<file path="config.mk">
export PLATFORM = sky130hd
export DESIGN_NAME = spi_arbiter
export DESIGN_NICKNAME = d
export VERILOG_FILES = /design/src/rtl/spi_arb_pkg.sv /design/src/rtl/spi_arbiter_rr.sv /design/src/rtl/spi_arbiter.sv
export SDC_FILE = /design/constraint.sdc
export NUM_CORES = 1
export LEC_CHECK = 0
export ABC_AREA = 0
export CAP_MARGIN = 30
export CORE_ASPECT_RATIO = 1.25
export CORE_MARGIN = 2
export CORE_UTILIZATION = 46
export CTS_CLUSTER_DIAMETER = 150
export DETAILED_ROUTE_END_ITERATION = 10
export HOLD_SLACK_MARGIN = 0.03
export PLACE_DENSITY_LB_ADDON = 0.12
export SYNTH_ARGS = -nofsm -noshare
export SYNTH_HDL_FRONTEND = slang
export SYNTH_SLANG_ARGS = --single-unit
</file>
<file path="constraint.sdc">
create_clock -name clk_clk -period 2.1 [get_ports clk_clk]
set_input_delay 0.315 -clock clk_clk [delete_from_list [all_inputs] [get_ports clk_clk]]
set_output_delay 0.315 -clock clk_clk [all_outputs]
set_load 0.02 [all_outputs]
</file>
<file path="src/rtl/spi_arb_pkg.sv">
// Shared types and default timing for the SPI bus arbiter.
// Imported by the arbiter top level and its round-robin selector.
package spi_arb_pkg;

    localparam int CS_SETUP_DEF     = 4;
    localparam int CS_HOLD_DEF      = 4;
    localparam int IDLE_TIMEOUT_DEF = 1000;

    typedef enum logic [2:0] {
        S_IDLE,
        S_SETUP,
        S_NEXT,
        S_WAIT,
        S_HOLD
    } state_e;

    function automatic int max3(input int a, input int b, input int c);
        int m;
        m = (a > b) ? a : b;
        return (m > c) ? m : c;
    endfunction

endpackage

</file>
<file path="src/rtl/spi_arbiter_rr.sv">
// Combinational round-robin selector: search starts one past last_grant.
// Produces a one-hot grant, or all zeros when nobody requests.
module rr_arbiter
    import spi_arb_pkg::*;
#(
    parameter  int NREQ = 3,
    localparam int IW   = (NREQ > 1) ? $clog2(NREQ) : 1
) (
    input  logic [NREQ-1:0] req,
    input  logic [IW-1:0]   last_grant,
    output logic [NREQ-1:0] gnt
);

    logic [IW-1:0] sel;
    logic          found;

    always_comb begin
        gnt   = '0;
        found = 1'b0;
        sel   = '0;
        for (int i = 1; i <= NREQ; i++) begin
            sel = IW'((int'(last_grant) + i) % NREQ);
            if (!found && req[sel]) begin
                gnt[sel] = 1'b1;
                found    = 1'b1;
            end
        end
    end

endmodule

</file>
<file path="src/rtl/spi_arbiter.sv">
// Shares one SPI master among NREQ requesters with chip-select framing,
// per-byte handshakes and an inter-byte stall timeout.
module spi_arbiter
    import spi_arb_pkg::*;
#(
    parameter  int NREQ         = 3,
    parameter  int CS_SETUP     = CS_SETUP_DEF,
    parameter  int CS_HOLD      = CS_HOLD_DEF,
    parameter  int IDLE_TIMEOUT = IDLE_TIMEOUT_DEF,
    localparam int IW           = (NREQ > 1) ? $clog2(NREQ) : 1
) (
    input  logic              clk_clk,
    input  logic              reset_reset_n,
    input  logic [NREQ-1:0]   req_valid,
    input  logic [8*NREQ-1:0] req_data,
    input  logic [NREQ-1:0]   req_last,
    output logic [NREQ-1:0]   req_ready,
    output logic [NREQ-1:0]   rsp_valid,
    output logic [7:0]        rsp_data,
    output logic              m_start,
    output logic [7:0]        m_txdata,
    input  logic              m_done,
    input  logic [7:0]        m_rxdata,
    output logic [NREQ-1:0]   ss_n,
    output logic [NREQ-1:0]   grant,
    output logic              timeout_err
);

    localparam int CW = $clog2(max3(CS_SETUP, CS_HOLD, IDLE_TIMEOUT)) + 1;

    state_e          state_q, state_d;
    logic [NREQ-1:0] grant_q, grant_d;
    logic [IW-1:0]   gidx_q, gidx_d;
    logic [IW-1:0]   lgnt_q, lgnt_d;
    logic            lastb_q, lastb_d;
    logic [CW-1:0]   cnt_q, cnt_d;
    logic [NREQ-1:0] rsp_valid_q, rsp_valid_d;
    logic [7:0]      rsp_data_q, rsp_data_d;
    logic            tmo_q, tmo_d;
    logic [NREQ-1:0] arb_gnt;
    logic [IW-1:0]   arb_idx;

    rr_arbiter #(.NREQ(NREQ)) u_rr (
        .req        (req_valid),
        .last_grant (lgnt_q),
        .gnt        (arb_gnt)
    );

    always_comb begin
        arb_idx = '0;
        for (int i = 0; i < NREQ; i++) begin
            if (arb_gnt[i]) arb_idx = IW'(i);
        end
    end

    always_comb begin
        state_d     = state_q;
        grant_d     = grant_q;
        gidx_d      = gidx_q;
        lgnt_d      = lgnt_q;
        lastb_d     = lastb_q;
        cnt_d       = cnt_q;
        rsp_valid_d = '0;
        rsp_data_d  = rsp_data_q;
        tmo_d       = 1'b0;
        req_ready   = '0;
        m_start     = 1'b0;
        m_txdata    = '0;
        unique case (state_q)
            S_IDLE: begin
                if (|req_valid) begin
                    grant_d = arb_gnt;
                    gidx_d  = arb_idx;
                    cnt_d   = '0;
                    state_d = S_SETUP;
                end
            end
            S_SETUP: begin
                if (cnt_q == CW'(CS_SETUP - 1)) begin
                    cnt_d   = '0;
                    state_d = S_NEXT;
                end else begin
                    cnt_d = cnt_q + CW'(1);
                end
            end
            S_NEXT: begin
                req_ready = grant_q;
                if (req_valid[gidx_q]) begin
                    m_start  = 1'b1;
                    m_txdata = req_data[8*gidx_q +: 8];
                    lastb_d  = req_last[gidx_q];
                    state_d  = S_WAIT;
                end else if (cnt_q == CW'(IDLE_TIMEOUT - 1)) begin
                    tmo_d   = 1'b1;
                    cnt_d   = '0;
                    state_d = S_HOLD;
                end else begin
                    cnt_d = cnt_q + CW'(1);
                end
            end
            S_WAIT: begin
                // Counter is re-armed here so the stall window starts fresh.
                if (m_done) begin
                    rsp_data_d  = m_rxdata;
                    rsp_valid_d = grant_q;
                    cnt_d       = '0;
                    state_d     = lastb_q ? S_HOLD : S_NEXT;
                end
            end
            S_HOLD: begin
                if (cnt_q == CW'(CS_HOLD - 1)) begin
                    cnt_d   = '0;
                    grant_d = '0;
                    lgnt_d  = gidx_q;
                    state_d = S_IDLE;
                end else begin
                    cnt_d = cnt_q + CW'(1);
                end
            end
            default: state_d = S_IDLE;
        endcase
    end

    always_ff @(posedge clk_clk or negedge reset_reset_n) begin
        if (!reset_reset_n) begin
            state_q     <= S_IDLE;
            grant_q     <= '0;
            gidx_q      <= '0;
            lgnt_q      <= IW'(NREQ - 1);
            lastb_q     <= 1'b0;
            cnt_q       <= '0;
            rsp_valid_q <= '0;
            rsp_data_q  <= '0;
            tmo_q       <= 1'b0;
        end else begin
            state_q     <= state_d;
            grant_q     <= grant_d;
            gidx_q      <= gidx_d;
            lgnt_q      <= lgnt_d;
            lastb_q     <= lastb_d;
            cnt_q       <= cnt_d;
            rsp_valid_q <= rsp_valid_d;
            rsp_data_q  <= rsp_data_d;
            tmo_q       <= tmo_d;
        end
    end

    assign grant       = grant_q;
    assign ss_n        = ~grant_q;
    assign rsp_valid   = rsp_valid_q;
    assign rsp_data    = rsp_data_q;
    assign timeout_err = tmo_q;

endmodule

</file>
==> flow_summary_export.csv, run 1 <==
group,metric,value,unit
floorplanning,top_level_ports,71,
grt,grt_pass1_wl,9200,um
pwr,seqPwrFrac,25.5,%
timing,worst_hold_slack,0.441,ns
pwr,internal-power,2.38,mW
timing,max_freq,508,MHz
cells_and_area,layout.nets,381,
detailed_routing,dr.first_iter.drc_count,93,
placement,dp_slack,-0.330,ns
pwr,switching_share,40.9,%
placement,gp_congestion,0.837,
synth,seq_area_frac_synth,38.9,%
setup_path,crit_arrival,2.14,ns
grt,grt_max_degree,35,
grt,track_usage,22.0,%
cells_and_area,antenna_cells,0,
timing,tightest_slew,0.421,ns
synth,synth_simple_gate_area_share,20.8,%
synth,syn_area_per_cell,8.97,um^2
synth,yosys_warnings,0,
detailed_routing,drc,0,
clock_tree,cts-root-buf,"clkbuf_8",
detailed_routing,wl_per_cell,14.2,um
run,cap_violations,0,
timing,fin_crit_sh,93.8,%
setup_path,startpoint_type,"flop",
setup_path,worstSetupPathType,"reg2reg",
synth,synth-compound-area-share,20.2,%
placement,port_buffers,70,
synth,ys.flop_type,"dfrtp_1",
grt,grt_pass1_vias,2083,
clock_tree,clock_latency,0.28,ns
setup_path,crit_path_end_kind,"flop",
pwr,pwr-share-comb,62.3,%
detailed_routing,first_pass_iters,4,
synth,synth_area,2190,um^2
timing,setup_violations,0,
synth,synth_top_family_by_area,"simple AND/OR/NAND/NOR gates",
timing,maxSlewViolCount,0,
clock_tree,clkSlewWorstSetupHoldPaths,0.07,ns
clock_tree,post_cts_buffers,0,
cells_and_area,drive_gt1_share,18.5,%
synth,synth_nets,290,
synth,synthDistinctLibCells,48,
pwr,p_per_area,1270,nW/um^2
synth,synth_adder_area_share,2.86,%
timing,fin_skew,0.00771,ns
timing,rsz0062_at_grt,"no",
cells_and_area,syn2layout_area_growth,45.0,%
floorplanning,die-area,5330,um^2
clock_tree,cts_tree,"yes",
hold_path,hold_path_class,"in2async",
floorplanning,std_cell_rows,28,
cells_and_area,fin_util,68.1,%
synth,synth.area.mux_share,10.6,%
detailed_routing,postRouteAntennaNets,0,
synth,synth-xor-area-share,0,%
timing,min_period,1.97,ns
grt,overflow,0,
clock_tree,clkSinkCount,34,
floorplanning,core_area,4660,um^2
floorplanning,die_h,81.1,um
pwr,p_leak,1.42,nW
floorplanning,die_x,65.7,um
timing,slew_headroom,71.9,%
placement,dp.cells,388,
placement,place_hpwl,4440,um
cells_and_area,fill_cells,401,
floorplanning,initial_utilization,47.0,%
synth,ys_seq_elements,34,
outcome,outcome,"complete, no violations",
clock_tree,clockBufferDepth,2,
pwr,power_switching,1.65,mW
detailed_routing,viasPerCell,5.47,
detailed_routing,drt-total-wl,5610,um
cells_and_area,fin_cells,396,
detailed_routing,vias,2165,
timing,hold_viol,0,
synth,async_flop_share,100,%
pwr,peakVddDrop,0.737,mV
pwr,clkPwrFrac,12.2,%
synth,synth-edff-count,0,
synth,synth_cells,244,
clock_tree,htree_levels,2,
clock_tree,cts_buffers,5,
timing,layout_setup_ws,0.131,ns
setup_path,critPathMaxFanout,8,
grt,antenna_found_initial,0,
setup_path,cp_data_required_time,2.27,ns
-- routing by layer --
| layer | up-vias | track usage, % | part of all wire [%] |
|---|---|---|---|
| met2 | 62 | 39.6 | 54 |
| li1 | 1061 | - | - |
| met1 | 1029 | 25.6 | 40 |
| met4 | 0 | 8.33 | 2.7 |
| met5 | - | 0 | 0 |
| met3 | 13 | 4.16 | 3.5 |
-- synth_stat cells, types with 5 or more instances --
master     n  area [um^2]
mux2i_1   13          130
a31oi_1   11         68.8
buf_2      5         25.0
a21oi_1   18         90.1
nor2b_1    5         31.3
inv_1     16         60.1
nand3b_1   5         37.5
o21ai_0    8         40.0
dfrtp_1   33          826
nor2_1    26         97.6
nand3_1   10         50.1
nand2b_1   8         50.1
nand2_1   15         56.3
nor3_1     5         25.0
ha_1       5         62.6
mux2_2     9          101
-- flip-flops by register name, summed over array words and instances, names as in the netlist --
signal,count
lgnt_q,2
rsp_valid,3
gidx_q,2
cnt_q,11
grant,3
timeout_err,1
rsp_data,8
state_q,3
lastb_q,1
-- area by class of cell --
class	count	area [um^2]	area share, %
sequential	34	852	26.8
clock inverter	1	5.00	0.158
multi-input combinational	180	1200	37.7
tap	60	75.1	2.37
clock buffer	7	86.3	2.72
timing repair buffer	98	900	28.3
inverter	16	60.1	1.89
-- path summary, 6_finish.rpt --
path | start | endpoint | slack [ns] | depth (start not counted)
setup reg to reg | lgnt_q[1]$_DFFE_PN1P_ | grant[1]$_DFFE_PN0P_ | 0.13 | 5
min in group clk_clk | rsp_data[2]$_DFFE_PN0P_ | rsp_data[2]$_DFFE_PN0P_ | 0.51 | 1
max in group asynchronous | reset_reset_n | lgnt_q[1]$_DFFE_PN1P_ | 1.33 | 2
setup / recovery | lgnt_q[1]$_DFFE_PN1P_ | grant[1]$_DFFE_PN0P_ | 0.13 | 5
hold / removal | reset_reset_n | cnt_q[3]$_DFFE_PN0P_ | 0.44 | 2
hold reg to reg | rsp_data[2]$_DFFE_PN0P_ | rsp_data[2]$_DFFE_PN0P_ | 0.51 | 1
-- power by group through the flow --
stage | Sequential, mW | Combinational, mW | Clock (mW)
finish | 1.02 | 2.51 | 0.491
global route | 1.06 | 2.75 | 0.544
CTS | 1.02 | 2.53 | 0.512
detailed placement | 1.03 | 2.53 | 0
global placement | 1.03 | 2.50 | 0
floorplan | 1.13 | 1.44 | 0
-- through the flow --
step	power [mW]	setup TNS [ns]	instance area (um^2)
floorplan	2.58	0	2190
global placement	3.53	-2.61	3130
detailed placement	3.56	-2.76	3130
CTS	4.06	0	3220
global route	4.35	0	3170
finish	4.02	0	3170
-- repair_timing --
action	4_1_cts	5_1_grt
pin swaps	0	1
hold buffers	0	0
resized for setup	28	12
endpoints found under the setup margin	12	9
-- kinds of logic after synthesis --
family | after synthesis
AO/OA/AOI/OAI | 64
adder cells (fa/ha/maj) | 5
buffers and inverters | 30
flip-flops | 34
multiplexers | 22
AND/OR/NAND/NOR | 89
-- critical path, stage by stage, from the launching register on --
cell	delay (ns)
dfstp_2	0.56
ha_1	0.31
mux2i_1	0.17
o221a_2	0.28
a32o_1	0.29
a32o_1	0.25
-- layout by cell type (no fill, tap or decap), drive strengths merged, types with 9 or more instances in the layout --
cell / instances
o21ai: 10
a31oi: 11
nand3: 10
nand2: 16
inv: 16
nor2: 27
mux2: 9
a21oi: 19
buf: 36
mux2i: 13
clkdlybuf4s50: 58
dfrtp: 33
Power figures use the tool's default switching activity.
==> inputs of run 2 (changes only) <==
Settings changed: CORE_MARGIN 2 to not set, PLACE_DENSITY_LB_ADDON 0.12 to 0.2.
==> flow_summary_export.csv, run 2 (synthesis gave the netlist of run 1 again) <==
group,metric,value,unit
clock_tree,clockBufferDepth,2,
hold_path,hold_path_class,"in2async",
pwr,peakVddDrop,0.841,mV
clock_tree,cts-root-buf,"clkbuf_8",
setup_path,crit_arrival,1.68,ns
clock_tree,post_cts_buffers,0,
setup_path,crit_path_end_kind,"output port",
cells_and_area,largest_reg_flops,11,
timing,setup_tns,0,ns
cells_and_area,syn2layout_area_growth,44.7,%
detailed_routing,wl_per_cell,14.3,um
floorplanning,std_cell_rows,27,
clock_tree,clock_latency,0.29,ns
floorplanning,die_h,79.1,um
timing,fin_skew,0.00744,ns
floorplanning,die-area,5040,um^2
cells_and_area,drive_gt1_share,18.0,%
cells_and_area,postLayoutCellArea,3170,um^2
detailed_routing,drc,0,
setup_path,startpoint_type,"input pin",
grt,grt_pass1_vias,2135,
setup_path,worstSetupPathType,"in2out",
grt,grt.busiest_layer,"met2",
timing,maxSlewViolCount,0,
cells_and_area,regMostFlops,"cnt_q",
floorplanning,initial_utilization,48.7,%
timing,fin_crit_sh,95.1,%
timing,min_period,2.00,ns
placement,placed_area,3070,um^2
detailed_routing,dr.first_iter.drc_count,107,
run,cap_violations,0,
grt,met3_usage,5.17,%
clock_tree,cts_tree,"yes",
timing,max_freq,501,MHz
timing,slew_headroom,71.4,%
placement,port_buffers,70,
detailed_routing,drt-total-wl,5610,um
setup_path,critPathMaxFanout,10,
timing,worst_hold_slack,0.431,ns
timing,setup_violations,0,
pwr,p_leak,1.41,nW
placement,gp_congestion,0.901,
clock_tree,clkSlewWorstSetupHoldPaths,0.08,ns
cells_and_area,final_cell_mix,"58 x clkdlybuf4s50_1, 33 x dfrtp_1, 26 x nor2_1, 24 x buf_4, 18 x a21oi_1",
cells_and_area,layout_commonest_cell,"clkdlybuf4s50_1",
placement,place_hpwl,4330,um
outcome,outcome,"complete, no violations",
grt,overflow,0,
cells_and_area,layout.nets,378,
setup_path,cp_data_required_time,1.78,ns
grt,grt_max_degree,35,
detailed_routing,vias,2181,
floorplanning,die_x,63.7,um
grt,met1_usage,31.1,%
floorplanning,top_level_ports,71,
cells_and_area,antenna_cells,0,
clock_tree,cts_buffers,5,
grt,track_usage,24.6,%
detailed_routing,postRouteAntennaNets,0,
floorplanning,core_area,4490,um^2
grt,grt_pass1_wl,9780,um
clock_tree,clkSinkCount,34,
detailed_routing,first_pass_iters,4,
pwr,p_per_area,1300,nW/um^2
detailed_routing,viasPerCell,5.58,
grt,grtUsageMet2,42.8,%
timing,hold_viol,0,
grt,antenna_found_initial,0,
timing,tightest_slew,0.429,ns
clock_tree,htree_levels,2,
[run 2: changes by cell type in the layout (fill, tap and decap cells not counted), sizes merged]
cell / before / now
buf: 36 / 26
clkbuf: 8 / 12
bufinv: 0 / 2
dlygate4sd2: 3 / 4
[run 2: stage by stage]
stage          setup WS (ns)  power (mW)  cells  util (%)
4_1_cts             0.000554        4.11    391      71.0
2_1_floorplan          0.211        2.58    244         -
5_1_grt             -0.00108        4.40    391      70.5
3_5_place_dp          -0.392        3.38    383      68.2
3_3_place_gp          -0.330        3.34    383      68.2
6_report               0.103        4.13    391      70.5
[run 2: worst paths after layout]
path / slack, ns / endpoint / cells past startpoint / start
max: 0.10 / m_start / 7 / req_valid[2]
min: 0.43 / cnt_q[7]$_DFFE_PN0P_ / 2 / reset_reset_n
max reg2reg: 0.10 / grant[1]$_DFFE_PN0P_ / 5 / lgnt_q[1]$_DFFE_PN1P_
min reg2reg: 0.50 / lastb_q$_DFFE_PN0P_ / 2 / lastb_q$_DFFE_PN0P_
max in group asynchronous: 1.33 / lgnt_q[1]$_DFFE_PN1P_ / 2 / reset_reset_n
min in group clk_clk: 0.50 / lastb_q$_DFFE_PN0P_ / 2 / lastb_q$_DFFE_PN0P_
[run 2: cell type report]
cell class	instances	area (um^2)
clock buffer	5	68.8
clock inverter	3	68.8
fill	369	1330
inverter	16	60.1
multi-input combinational	180	1200
sequential	34	852
tap	58	72.6
timing repair buffer	95	847
[run 2: what timing repair did]
| action | CTS | global route |
|---|---|---|
| resized for setup | 16 | 17 |
| endpoints found under the setup margin | 12 | 9 |
| pin swaps | 0 | 0 |
| hold buffers | 0 | 0 |
[run 2: worst max-delay path, stage by stage]
cell and delay [ns]:
clkdlybuf4s50_1 0.48, mux2i_1 0.11, o21ai_2 0.17, nand2_1 0.07, buf_4 0.17, inv_1 0.05, dlygate4sd2_1 0.32
[run 2: layer usage]
metal | wire length [um] | up-vias
met4 | 0 | 0
met3 | 262 | 0
met5 | 0 | -
li1 | - | 1060
met2 | 2980 | 76
met1 | 2360 | 1045
[run 2: power by group]
group          switching, mW  internal (mW)
clock                  0.250          0.476
combinational           1.29           1.10
sequential             0.148          0.863
==> inputs of run 3 (changes only) <==
Settings changed: PLACE_DENSITY set to 0.8, PLACE_DENSITY_LB_ADDON 0.2 to not set.
==> flow_summary_export.csv, run 3 (synthesis gave the netlist of run 1 again) <==
group,metric,value,unit
setup_path,critPathMostFrequentCell,"a32o_1",
cells_and_area,final_cell_mix,"58 x clkdlybuf4s50_1, 33 x dfrtp_1, 26 x nor2_1, 25 x buf_4, 18 x a21oi_1",
setup_path,r2r_cells,5,
cells_and_area,drive_gt1_share,18.0,%
run,cap_violations,0,
setup_path,critPathMaxFanout,8,
floorplanning,die-area,5040,um^2
grt,overflow,0,
placement,dp_slack,-0.366,ns
setup_path,r2r-end,"grant[1]$_DFFE_PN0P_",
detailed_routing,vias,2172,
cells_and_area,largest_reg_flops,11,
grt,grt_pass1_vias,2113,
clock_tree,clkSinkCount,34,
timing,slew_headroom,68.4,%
timing,fin_crit_sh,95.8,%
setup_path,cp_data_required_time,2.28,ns
cells_and_area,regMostFlops,"cnt_q",
grt,grt_max_degree,35,
detailed_routing,wl_per_cell,14.1,um
timing,fin_skew,0.00369,ns
clock_tree,cts_tree,"yes",
pwr,p_leak,1.39,nW
pwr,p_per_area,1260,nW/um^2
timing,maxSlewViolCount,0,
detailed_routing,dr.first_iter.drc_count,126,
floorplanning,std_cell_rows,27,
setup_path,timing.rr.start,"lgnt_q[1]$_DFFE_PN1P_",
detailed_routing,first_pass_iters,4,
outcome,outcome,"complete, no violations",
cells_and_area,antenna_cells,0,
cells_and_area,fill_cells,361,
timing,rsz0062_at_grt,"no",
setup_path,max_stage_delay,0.56,ns
setup_path,worstSetupPathType,"reg2reg",
hold_path,hold_path_class,"in2async",
floorplanning,core_area,4490,um^2
floorplanning,top_level_ports,71,
pwr,peakVddDrop,0.642,mV
detailed_routing,postRouteAntennaNets,0,
timing,max_freq,497,MHz
placement,gp_congestion,0.892,
clock_tree,htree_levels,2,
timing,setup_violations,0,
clock_tree,cts_hold_buffers,0,
setup_path,cp_slowest_cell,"dfstp_2",
cells_and_area,fin_cells,391,
setup_path,crit_arrival,2.19,ns
placement,place_hpwl,4240,um
timing,layout_setup_ws,0.0891,ns
timing,tightest_slew,0.473,ns
detailed_routing,viasPerCell,5.55,
detailed_routing,drt-total-wl,5520,um
setup_path,worstPathCellList,"ha_1 -> mux2i_1 -> o221a_2 -> a32o_1 -> a32o_1",
grt,grt_pass1_wl,9350,um
placement,port_buffers,70,
cells_and_area,syn2layout_area_growth,43.5,%
floorplanning,die_h,79.1,um
floorplanning,die_x,63.7,um
grt,track_usage,23.6,%
clock_tree,clockBufferDepth,2,
setup_path,crit_path_end_kind,"flop",
clock_tree,clkSlewWorstSetupHoldPaths,0.07,ns
setup_path,startpoint_type,"flop",
cells_and_area,layout_commonest_cell,"clkdlybuf4s50_1",
timing,hold_viol,0,
grt,antenna_found_initial,0,
clock_tree,cts_buffers,5,
setup_path,r2r_slack,0.09,ns
timing,min_period,2.01,ns
clock_tree,cts-root-buf,"clkbuf_8",
detailed_routing,drc,0,
cells_and_area,layout.nets,378,
placement,dp.cells,383,
floorplanning,initial_utilization,48.7,%
clock_tree,post_cts_buffers,0,
clock_tree,clock_latency,0.29,ns
run 3: worst max-delay path by stage:
stage | startpoint | endpoint | slack, ns | depth (start not counted)
2_1_floorplan | lgnt_q[1]$_DFFE_PN1P_ | grant[1]$_DFFE_PN0P_ | 0.21 | 5
3_3_place_gp | req_valid[0] | m_txdata[0] | -0.29 | 7
3_5_place_dp | req_valid[2] | m_txdata[1] | -0.37 | 7
4_1_cts | req_valid[2] | m_txdata[5] | 0.005 | 7
5_1_grt | lgnt_q[1]$_DFFE_PN1P_ | grant[1]$_DFFE_PN0P_ | 0.03 | 5
6_report | lgnt_q[1]$_DFFE_PN1P_ | grant[1]$_DFFE_PN0P_ | 0.09 | 5
run 3: critical path: cells and delay by family, from the launching register on:
kind                     cells  cell delay, ns
AO/OA/AOI/OAI                3            0.83
adder cells (fa/ha/maj)      1            0.32
flip-flops                   1            0.56
multiplexers                 1            0.19
run 3: timing repair:
item	CTS	global route
setup endpoints to repair	12	9
resized for setup	15	16
endpoints found under the hold margin	0	0
run 3: cell type report:
cell class	instances	area (um^2)	share of cell area [%]
Clock buffer	5	68.8	2.19
Inverter	16	60.1	1.91
Timing Repair Buffer	95	843	26.8
Tap cell	58	72.6	2.31
Sequential cell	34	852	27.1
Clock inverter	3	45.0	1.43
Multi-Input combinational cell	180	1200	38.2
run 3: where the power goes:
group	leakage [nW]	switching (mW)	internal (mW)	total, mW
combinational	0.896	1.24	1.09	2.33
sequential	0.441	0.159	0.863	1.02
clock	0.0504	0.250	0.353	0.602
total	1.39	1.65	2.30	3.96
run 3: routing by layer:
layer  wire [um]  part of all wire, %  GRT usage [%]
met5           0                    0              0
met2        2810                   51           41.5
met3         296                  5.4           5.60
met1        2350                   43           27.8
met4          65                  1.2           7.73
run 3: per-stage QoR:
stage	area (um^2)	setup TNS (ns)	utilization (%)	power (mW)	hold WS, ns
final	3140	0	69.9	3.96	0.436
after global routing	3140	0	69.9	4.24	0.474
after CTS	3170	0	70.5	3.97	0.451
after detailed placement	3070	-3.08	68.2	3.36	0.482
after global placement	3070	-2.49	68.2	3.32	0.467
after floorplan	2190	0	-	2.58	0.0194
